==> config.mk <==
export PLATFORM = sky130hd
export DESIGN_NAME = xport_arbiter
export DESIGN_NICKNAME = d
export VERILOG_FILES = /design/src/rtl/xport_arbiter.sv
export SDC_FILE = /design/constraint.sdc
export NUM_CORES = 1
export LEC_CHECK = 0
export CAP_MARGIN = 10
export CORE_ASPECT_RATIO = 0.9
export CORE_UTILIZATION = 46
export CTS_CLUSTER_DIAMETER = 200
export DETAILED_ROUTE_END_ITERATION = 16
export GPL_TIMING_DRIVEN = 0
export PLACE_DENSITY = 0.89
export REMOVE_ABC_BUFFERS = 1
export SLEW_MARGIN = 25
export SYNTH_ARGS = -nofsm -noshare
export SYNTH_HDL_FRONTEND = slang
export SYNTH_SLANG_ARGS = --single-unit
==> constraint.sdc <==
create_clock -name CLK -period 1.9 [get_ports CLK]
set_input_delay 0.285 -clock CLK [delete_from_list [all_inputs] [get_ports CLK]]
set_output_delay 0.285 -clock CLK [all_outputs]
set_load 0.03 [all_outputs]
==> src/rtl/xport_arbiter.sv <==
// xport_arbiter
// Shares the X-SRAM read port between two burst requesters (A: weight-buffer
// send engine, B: input-feature fetch) and turns each granted burst into a
// stream of single-word reads.
//
// Ports:
//   CLK, RST (async, active-high), PURGE (sync clear, same effect as RST)
//   MBUSYXI                : X-SRAM busy, no read issues while high
//   REQx/ADDRx/LENx        : burst request, start address, word count (0 = 2^LW)
//   GNTx                   : one-cycle pulse, burst accepted
//   VALIDx                 : read data on the X-SRAM bus belongs to requester x
//   DONEx                  : coincides with the last VALIDx of a burst
//   RADDRX/RCEBX           : X-SRAM read address / active-low read enable
//   BUSY                   : arbiter is not idle
module xport_arbiter #(
    parameter int AW = 16,
    parameter int LW = 8
) (
    input  logic          CLK,
    input  logic          RST,
    input  logic          PURGE,
    input  logic          MBUSYXI,
    input  logic          REQA,
    input  logic [AW-1:0] ADDRA,
    input  logic [LW-1:0] LENA,
    output logic          GNTA,
    output logic          VALIDA,
    output logic          DONEA,
    input  logic          REQB,
    input  logic [AW-1:0] ADDRB,
    input  logic [LW-1:0] LENB,
    output logic          GNTB,
    output logic          VALIDB,
    output logic          DONEB,
    output logic [AW-1:0] RADDRX,
    output logic          RCEBX,
    output logic          BUSY
);

    typedef enum logic [1:0] {
        IDLE  = 2'd0,
        RUN   = 2'd1,
        DRAIN = 2'd2
    } state_t;

    localparam logic OWN_A = 1'b0;
    localparam logic OWN_B = 1'b1;

    localparam logic [LW:0] REM_ONE  = {{LW{1'b0}}, 1'b1};
    localparam logic [LW:0] REM_FULL = {1'b1, {LW{1'b0}}};
    localparam logic [AW-1:0] ADDR_ONE = {{(AW-1){1'b0}}, 1'b1};

    state_t        state_q, state_d;
    logic          owner_q, owner_d;
    logic          last_q, last_d;
    logic [AW-1:0] cur_addr_q, cur_addr_d;
    logic [LW:0]   remaining_q, remaining_d;
    logic          gnta_q, gnta_d;
    logic          gntb_q, gntb_d;
    logic          valida_q, valida_d;
    logic          validb_q, validb_d;
    logic          donea_q, donea_d;
    logic          doneb_q, doneb_d;

    logic          issue;
    logic          grant_b;
    logic [LW-1:0] len_sel;

    // A read goes out in any RUN cycle the macro is not busy.
    assign issue = (state_q == RUN) && !MBUSYXI;

    always_comb begin
        state_d     = state_q;
        owner_d     = owner_q;
        last_d      = last_q;
        cur_addr_d  = cur_addr_q;
        remaining_d = remaining_q;
        gnta_d      = 1'b0;
        gntb_d      = 1'b0;
        valida_d    = 1'b0;
        validb_d    = 1'b0;
        donea_d     = 1'b0;
        doneb_d     = 1'b0;
        grant_b     = 1'b0;
        len_sel     = LENA;

        case (state_q)
            IDLE: begin
                if (REQA || REQB) begin
                    // B wins when it is alone, or when both ask and A went last.
                    grant_b     = REQB && (!REQA || (last_q == OWN_A));
                    len_sel     = grant_b ? LENB : LENA;
                    owner_d     = grant_b;
                    last_d      = grant_b;
                    cur_addr_d  = grant_b ? ADDRB : ADDRA;
                    remaining_d = (len_sel == '0) ? REM_FULL : {1'b0, len_sel};
                    gnta_d      = !grant_b;
                    gntb_d      = grant_b;
                    state_d     = RUN;
                end
            end
            RUN: begin
                if (issue) begin
                    cur_addr_d  = cur_addr_q + ADDR_ONE;
                    remaining_d = remaining_q - REM_ONE;
                    valida_d    = (owner_q == OWN_A);
                    validb_d    = (owner_q == OWN_B);
                    donea_d     = (remaining_q == REM_ONE) && (owner_q == OWN_A);
                    doneb_d     = (remaining_q == REM_ONE) && (owner_q == OWN_B);
                    if (remaining_q == REM_ONE) begin
                        state_d = DRAIN;
                    end
                end
            end
            DRAIN: begin
                state_d = IDLE;
            end
            default: begin
                state_d = IDLE;
            end
        endcase

        // PURGE overrides everything, including dropping the read in flight.
        if (PURGE) begin
            state_d     = IDLE;
            owner_d     = OWN_A;
            last_d      = OWN_B;
            cur_addr_d  = '0;
            remaining_d = '0;
            gnta_d      = 1'b0;
            gntb_d      = 1'b0;
            valida_d    = 1'b0;
            validb_d    = 1'b0;
            donea_d     = 1'b0;
            doneb_d     = 1'b0;
        end
    end

    always_ff @(posedge CLK or posedge RST) begin
        if (RST) begin
            state_q     <= IDLE;
            owner_q     <= OWN_A;
            last_q      <= OWN_B;
            cur_addr_q  <= '0;
            remaining_q <= '0;
            gnta_q      <= 1'b0;
            gntb_q      <= 1'b0;
            valida_q    <= 1'b0;
            validb_q    <= 1'b0;
            donea_q     <= 1'b0;
            doneb_q     <= 1'b0;
        end else begin
            state_q     <= state_d;
            owner_q     <= owner_d;
            last_q      <= last_d;
            cur_addr_q  <= cur_addr_d;
            remaining_q <= remaining_d;
            gnta_q      <= gnta_d;
            gntb_q      <= gntb_d;
            valida_q    <= valida_d;
            validb_q    <= validb_d;
            donea_q     <= donea_d;
            doneb_q     <= doneb_d;
        end
    end

    assign GNTA   = gnta_q;
    assign GNTB   = gntb_q;
    assign VALIDA = valida_q;
    assign VALIDB = validb_q;
    assign DONEA  = donea_q;
    assign DONEB  = doneb_q;
    assign RADDRX = cur_addr_q;
    assign RCEBX  = !issue;
    assign BUSY   = (state_q != IDLE);

endmodule

# Word level (Yosys, flattened, before mapping)

Index checks and enable logic that the tools add are counted.

Flip-flop bits (word level): 35
Input bits: 54
Output and inout bits: 24
Word-level logic and storage cells: 77

Add/subtract/negate cells: 2
Equality and inequality tests: 5
Multiplexer cells: 38
Bitwise gates (word level): 2
Reduce and logical (&&, ||, !) cells: 19

Operators with widths:

| operator                | number |
|---|---|
| $mux W16                | 4 |
| $mux W9                 | 4 |
| $pmux W16 S2            | 1 |
| $mux W1                 | 22 |
| $pmux W9 S2             | 1 |
| $add A16 B1 Y16 const B | 1 |
| $eq A9 B1 Y1 const B    | 1 |
| $sub A9 B1 Y9 const B   | 1 |
| $logic_not A8 Y1        | 1 |
| $mux W2                 | 4 |
| $mux W8                 | 1 |
| $ne A3 B3 Y1 const B    | 2 |
| $reduce_and A3 Y1       | 2 |
| $reduce_bool A2 Y1      | 3 |
| $logic_and A1 B1 Y1     | 4 |
| $logic_not A1 Y1        | 4 |
| $pmux W2 S2             | 1 |
| $ne A3 B2 Y1 const B    | 1 |
| $reduce_bool A3 Y1      | 1 |
| $eq A2 B1 Y1 const B    | 1 |
| $logic_not A2 Y1        | 1 |
| $logic_or A1 B1 Y1      | 2 |
| $not A1 Y1              | 2 |
| $reduce_and A2 Y1       | 1 |

# Logic depth before layout (Yosys ltp)

Word-level depth: 9
Gate-level depth with buffers: 7
Mapped depth without buffers: 6

# Worst setup path before layout

Ideal clock, no wire load.

Kind: register to register
Start: register cur_addr_q[0], in the netlist RADDRX[0]
End: register cur_addr_q[14], in the netlist RADDRX[14]
Library setup time: 0.087 ns
Arrival time: 1.799 ns
Setup slack: 0.015 ns
Stages on the path, launching flop included: 6
Buffers on the path: 0
Clock period less this slack: 1.885 ns
Path through: dfrtp_1 -> ha_1 -> nand3_1 -> or4_1 -> o21a_1 -> o211ai_1

Cells in the longest elaborated chain, start to end: 4

RTL lines:

| item                   | RTL line | text |
|---|---|---|
| start, declared        | 56       | `logic [AW-1:0] cur_addr_q, cur_addr_d;` |
| start signal, assigned | 156      | `cur_addr_q <= cur_addr_d;` |
| $add A16 B1 Y16        | 104      | `cur_addr_d = cur_addr_q + ADDR_ONE;` |
| $mux W16               | 103      | `if (issue) begin` |
| $pmux W16 S2           | 87       | `case (state_q)` |
| $mux W16               | 124      | `if (PURGE) begin` |

No other way between the ends. The select of a mux whose other input is x is not followed.
A chain may end at the register's enable or synchronous reset.

# Worst setup path in the final report

Start: register remaining_q[5]
End: register donea_q, in the netlist DONEA

Cells in the longest elaborated chain, start to end: 5

RTL lines:

| item                   | RTL line | text |
|---|---|---|
| start, declared        | 57       | `logic [LW:0] remaining_q, remaining_d;` |
| start signal, assigned | 157      | `remaining_q <= remaining_d;` |
| $eq A9 B1 Y1           | 108      | `donea_d = (remaining_q == REM_ONE) && (owner_q == OWN_A);` |
| $logic_and A1 B1 Y1    | 108      |  |
| $mux W1                | 103      |  |
| $mux W1                | 87       |  |
| $mux W1                | 124      |  |
| via donea_d            | 62       | `logic donea_q, donea_d;` |
| end signal, assigned   | 162      | `donea_q <= donea_d;` |
| end, declared          | 62       |  |

The timed path passes the listed nets, and every way through them passes these cells.

==> results.py <==
metrics = {
    "die": {
        "design.die.area_um2": 5330,
        "std_cell_rows": 24,
        "start_util_pct": 48.0,
        "fp.dieH_um": 69.4,
        "core_um2": 4830,
        "floorplan.die.width_um": 76.9,
        "num_io_pins": 78,
    },
    "layout": {
        "flow.area_growth_from_synthesis_pct": 44.3,
        "design.final.nets": 387,
        "largest_reg_flops": 16,
        "layout.cell_area.non_filler_um2": 3350,
        "drive_above_1_share_pct": 12.4,
        "n_antenna_cell": 0,
        "layout.cells.non_filler": 396,
    },
    "timing": {
        "worstMarginPinSlew_ps": 754,
        "maximum_achievable_frequency_mhz": 525,
        "setup_slack_ps": -5.20,
        "finalCriticalPeriod_ps": 1910,
        "fin_setup_tns_ps": -5.20,
        "clock-skew-final_ps": 11.1,
        "final_hold_viol_count": 0,
        "post-route-period-util_pct": 100,
        "maxSlewHeadroom_pct": 49.6,
        "timing_max_transition_violations_final": 0,
        "rsz0062_at_grt": "yes",
        "setup_violations": 1,
    },
    "logic_synthesis": {
        "fraction_of_the_mapped_netlist_area_in_compound_gates_pct": 25.5,
        "synth-async-reset-ratio_pct": 100,
        "synth_cells": 256,
        "yosysWarnings": 0,
        "synth_fa_ha_area_share_pct": 1.62,
        "yosys_most_used_dff": "sky130_fd_sc_hd__dfrtp_1",
        "synth-xor-area-share_pct": 0,
        "synth_seq_cells": 35,
        "synth.avg_cell_area_um2": 9.06,
        "syn_area_um2": 2320,
        "synthMuxAreaShare_pct": 10.7,
        "yosys.area_share.simple_pct": 20.3,
        "largest_family_of_logic_cells_by_synthesized_area": "compound AO/OA/AOI/OAI gates",
        "synth_cell_types": 49,
        "yosysSeqAreaShare_pct": 37.8,
        "synth_enable_flop_cells": 0,
    },
    "cts": {
        "h-tree-depth": 2,
        "clock_sink_count": 35,
        "clockBufferDepth": 2,
        "worst_setup_hold_path_clk_slew_ps": 80,
        "cts_tree": "built",
        "clk_root_buffer_cell": "sky130_fd_sc_hd__clkbuf_8",
        "post_cts_hold_buffer_count": 0,
        "clock_latency_ps": 300,
        "number_of_clock_buffers_inserted_by_tritoncts": 5,
    },
    "run": {
        "drv_cap": 0,
    },
    "worst_hold_path": {
        "hold_path.class": "in2async",
    },
    "power_and_ir_drop": {
        "power_leakage_nw": 1.34,
        "power.ir.vdd_worst_mv": 0.446,
        "power.density_nw_per_um2": 671,
    },
    "drt": {
        "detailedRoute.firstPassIterationCount": 4,
        "route.final.wire_length_um": 6820,
        "ant_nets": 0,
        "route.detailed.vias_per_inst": 6.11,
        "routedWlPerCell_um": 17.2,
        "dr.first_iter.drc_count": 236,
        "vias": 2421,
        "drc_errors": 0,
    },
    "grt": {
        "globalRoute.totalOverflow": 0,
        "antenna_violations_before_repair": 0,
        "first_global_vias": 2256,
        "total_routing_usage_reported_by_global_routing_pct": 26.0,
        "grt_first_pass_wirelength_um": 10900,
        "largest_net_degree_at_the_start_of_global_routing": 36,
    },
    "critical_path": {
        "worst_setup_path_start_kind": "register",
        "setup.worst_path.end_class": "register",
        "crit_type": "reg2reg",
        "crit_path_max_fanout": 6,
        "r2r-start": "remaining_q[5]",
        "arr_time_crit_path_ps": 2130,
        "crit_start": "remaining_q[5]",
        "critical_path_required_ps": 2130,
    },
    "placed_design": {
        "dp.final_hpwl_um": 4600,
        "detailed_place.area_um2": 3160,
        "place_inst": 384,
        "worst_slack_after_detailed_placement_ps": -651,
        "port_buffers": 77,
        "gp_routability_congestion": 0.846,
    },
    "status": {
        "violations_in_the_final_reports": "negative setup slack",
        "status": "finished, violations left",
    },
}
[synth_stat cells (3+ instances only)]
cell type / count / share of area (%)
sky130_fd_sc_hd__mux2_2: 7 / 3.4
sky130_fd_sc_hd__nand4_1: 3 / 0.81
sky130_fd_sc_hd__nor3_1: 8 / 1.7
sky130_fd_sc_hd__or4_1: 6 / 1.9
sky130_fd_sc_hd__mux2i_1: 17 / 7.3
sky130_fd_sc_hd__o2bb2ai_1: 5 / 1.9
sky130_fd_sc_hd__and2_1: 3 / 0.81
sky130_fd_sc_hd__a22o_1: 11 / 4.2
sky130_fd_sc_hd__a21o_1: 3 / 0.97
sky130_fd_sc_hd__nand2b_1: 3 / 0.81
sky130_fd_sc_hd__nor4_1: 7 / 1.9
sky130_fd_sc_hd__ha_1: 3 / 1.6
sky130_fd_sc_hd__nor2_1: 13 / 2.1
sky130_fd_sc_hd__nand3_1: 9 / 1.9
sky130_fd_sc_hd__o21ai_0: 30 / 6.5
sky130_fd_sc_hd__and3_1: 6 / 1.6
sky130_fd_sc_hd__nor2b_1: 4 / 1.1
sky130_fd_sc_hd__o211ai_1: 3 / 0.97
sky130_fd_sc_hd__inv_1: 6 / 0.97
sky130_fd_sc_hd__clkbuf_1: 7 / 1.1
sky130_fd_sc_hd__a32o_1: 3 / 1.3
sky130_fd_sc_hd__buf_2: 6 / 1.3
sky130_fd_sc_hd__nand2_1: 14 / 2.3
sky130_fd_sc_hd__a21oi_1: 12 / 2.6
sky130_fd_sc_hd__dfrtp_1: 34 / 37
[final timing paths]
path	endpoint	slack, ps	depth (start not counted)
setup / recovery	DONEA	-5	4
hold / removal	GNTA	440	2
setup reg to reg	DONEA	-5	4
hold reg to reg	VALIDA	510	1
max in group asynchronous	remaining_q[0]	910	2
min in group CLK	VALIDA	510	1
[metal layers]
layer  vias to the layer above  part of all wire [%]  track usage (%)
met5                         -                     0                0
met4                         0                   2.0             11.1
met3                        15                   8.3             5.26
met2                       120                    48             41.4
met1                      1148                    42             34.3
li1                       1138                     -                -
[cells by family (layout without fill, tap and decap cells)]
kind of cell,Yosys count,after routing
compound gates,87,87
simple gates,85,85
flops,35,35
mux,24,24
buf+inv,22,97
fa+ha+maj,3,3
[worst max-delay path, cell delays in order (launching register included)]
cell and delay, ps:
sky130_fd_sc_hd__dfrtp_1 440, sky130_fd_sc_hd__or4_4 570, sky130_fd_sc_hd__nor4_2 440, sky130_fd_sc_hd__and2_1 230
sky130_fd_sc_hd__nor2b_1 150
[where the power goes]
group	internal, mW	switching, mW	total, mW
logic	0.371	0.374	0.745
registers	0.816	0.111	0.928
clock network	0.292	0.283	0.576
[per-stage QoR]
stage / power (mW) / hold WS [ps] / util, %
final: 2.25 / 443 / 69.3
after global routing: 2.34 / 513 / 69.3
after CTS: 2.21 / 471 / 68.0
after detailed placement: 1.63 / 498 / 65.3
after global placement: 1.60 / 481 / 64.1
after floorplan: 1.31 / 348 / -
[area by class of cell]
| cell class | instances | area, um^2 |
|---|---|---|
| clock buffer | 7 | 86.3 |
| tap | 65 | 81.3 |
| multi-input combinational | 199 | 1420 |
| timing repair buffer | 83 | 852 |
| sequential | 35 | 881 |
| clock inverter | 1 | 5.00 |
| inverter | 6 | 22.5 |
| fill | 367 | 1490 |
[cell usage in the layout, fill, tap and decap left out, drive strengths merged, types with 8 or more instances in the layout]
cell | synthesis | final
nand3 | 9 | 9
a22o | 11 | 11
dfrtp | 34 | 34
a21oi | 12 | 12
mux2i | 17 | 17
o21ai | 30 | 30
clkdlybuf4s50 | 0 | 74
nor2 | 13 | 13
nor3 | 8 | 8
nand2 | 14 | 14
[what timing repair did]
action | CTS | global route
pin swaps | 1 | 0
gates resized for setup | 11 | 11
setup endpoints to repair | 31 | 12
setup buffers | 1 | 3
No activity file was read; power rests on OpenSTA's default activity.
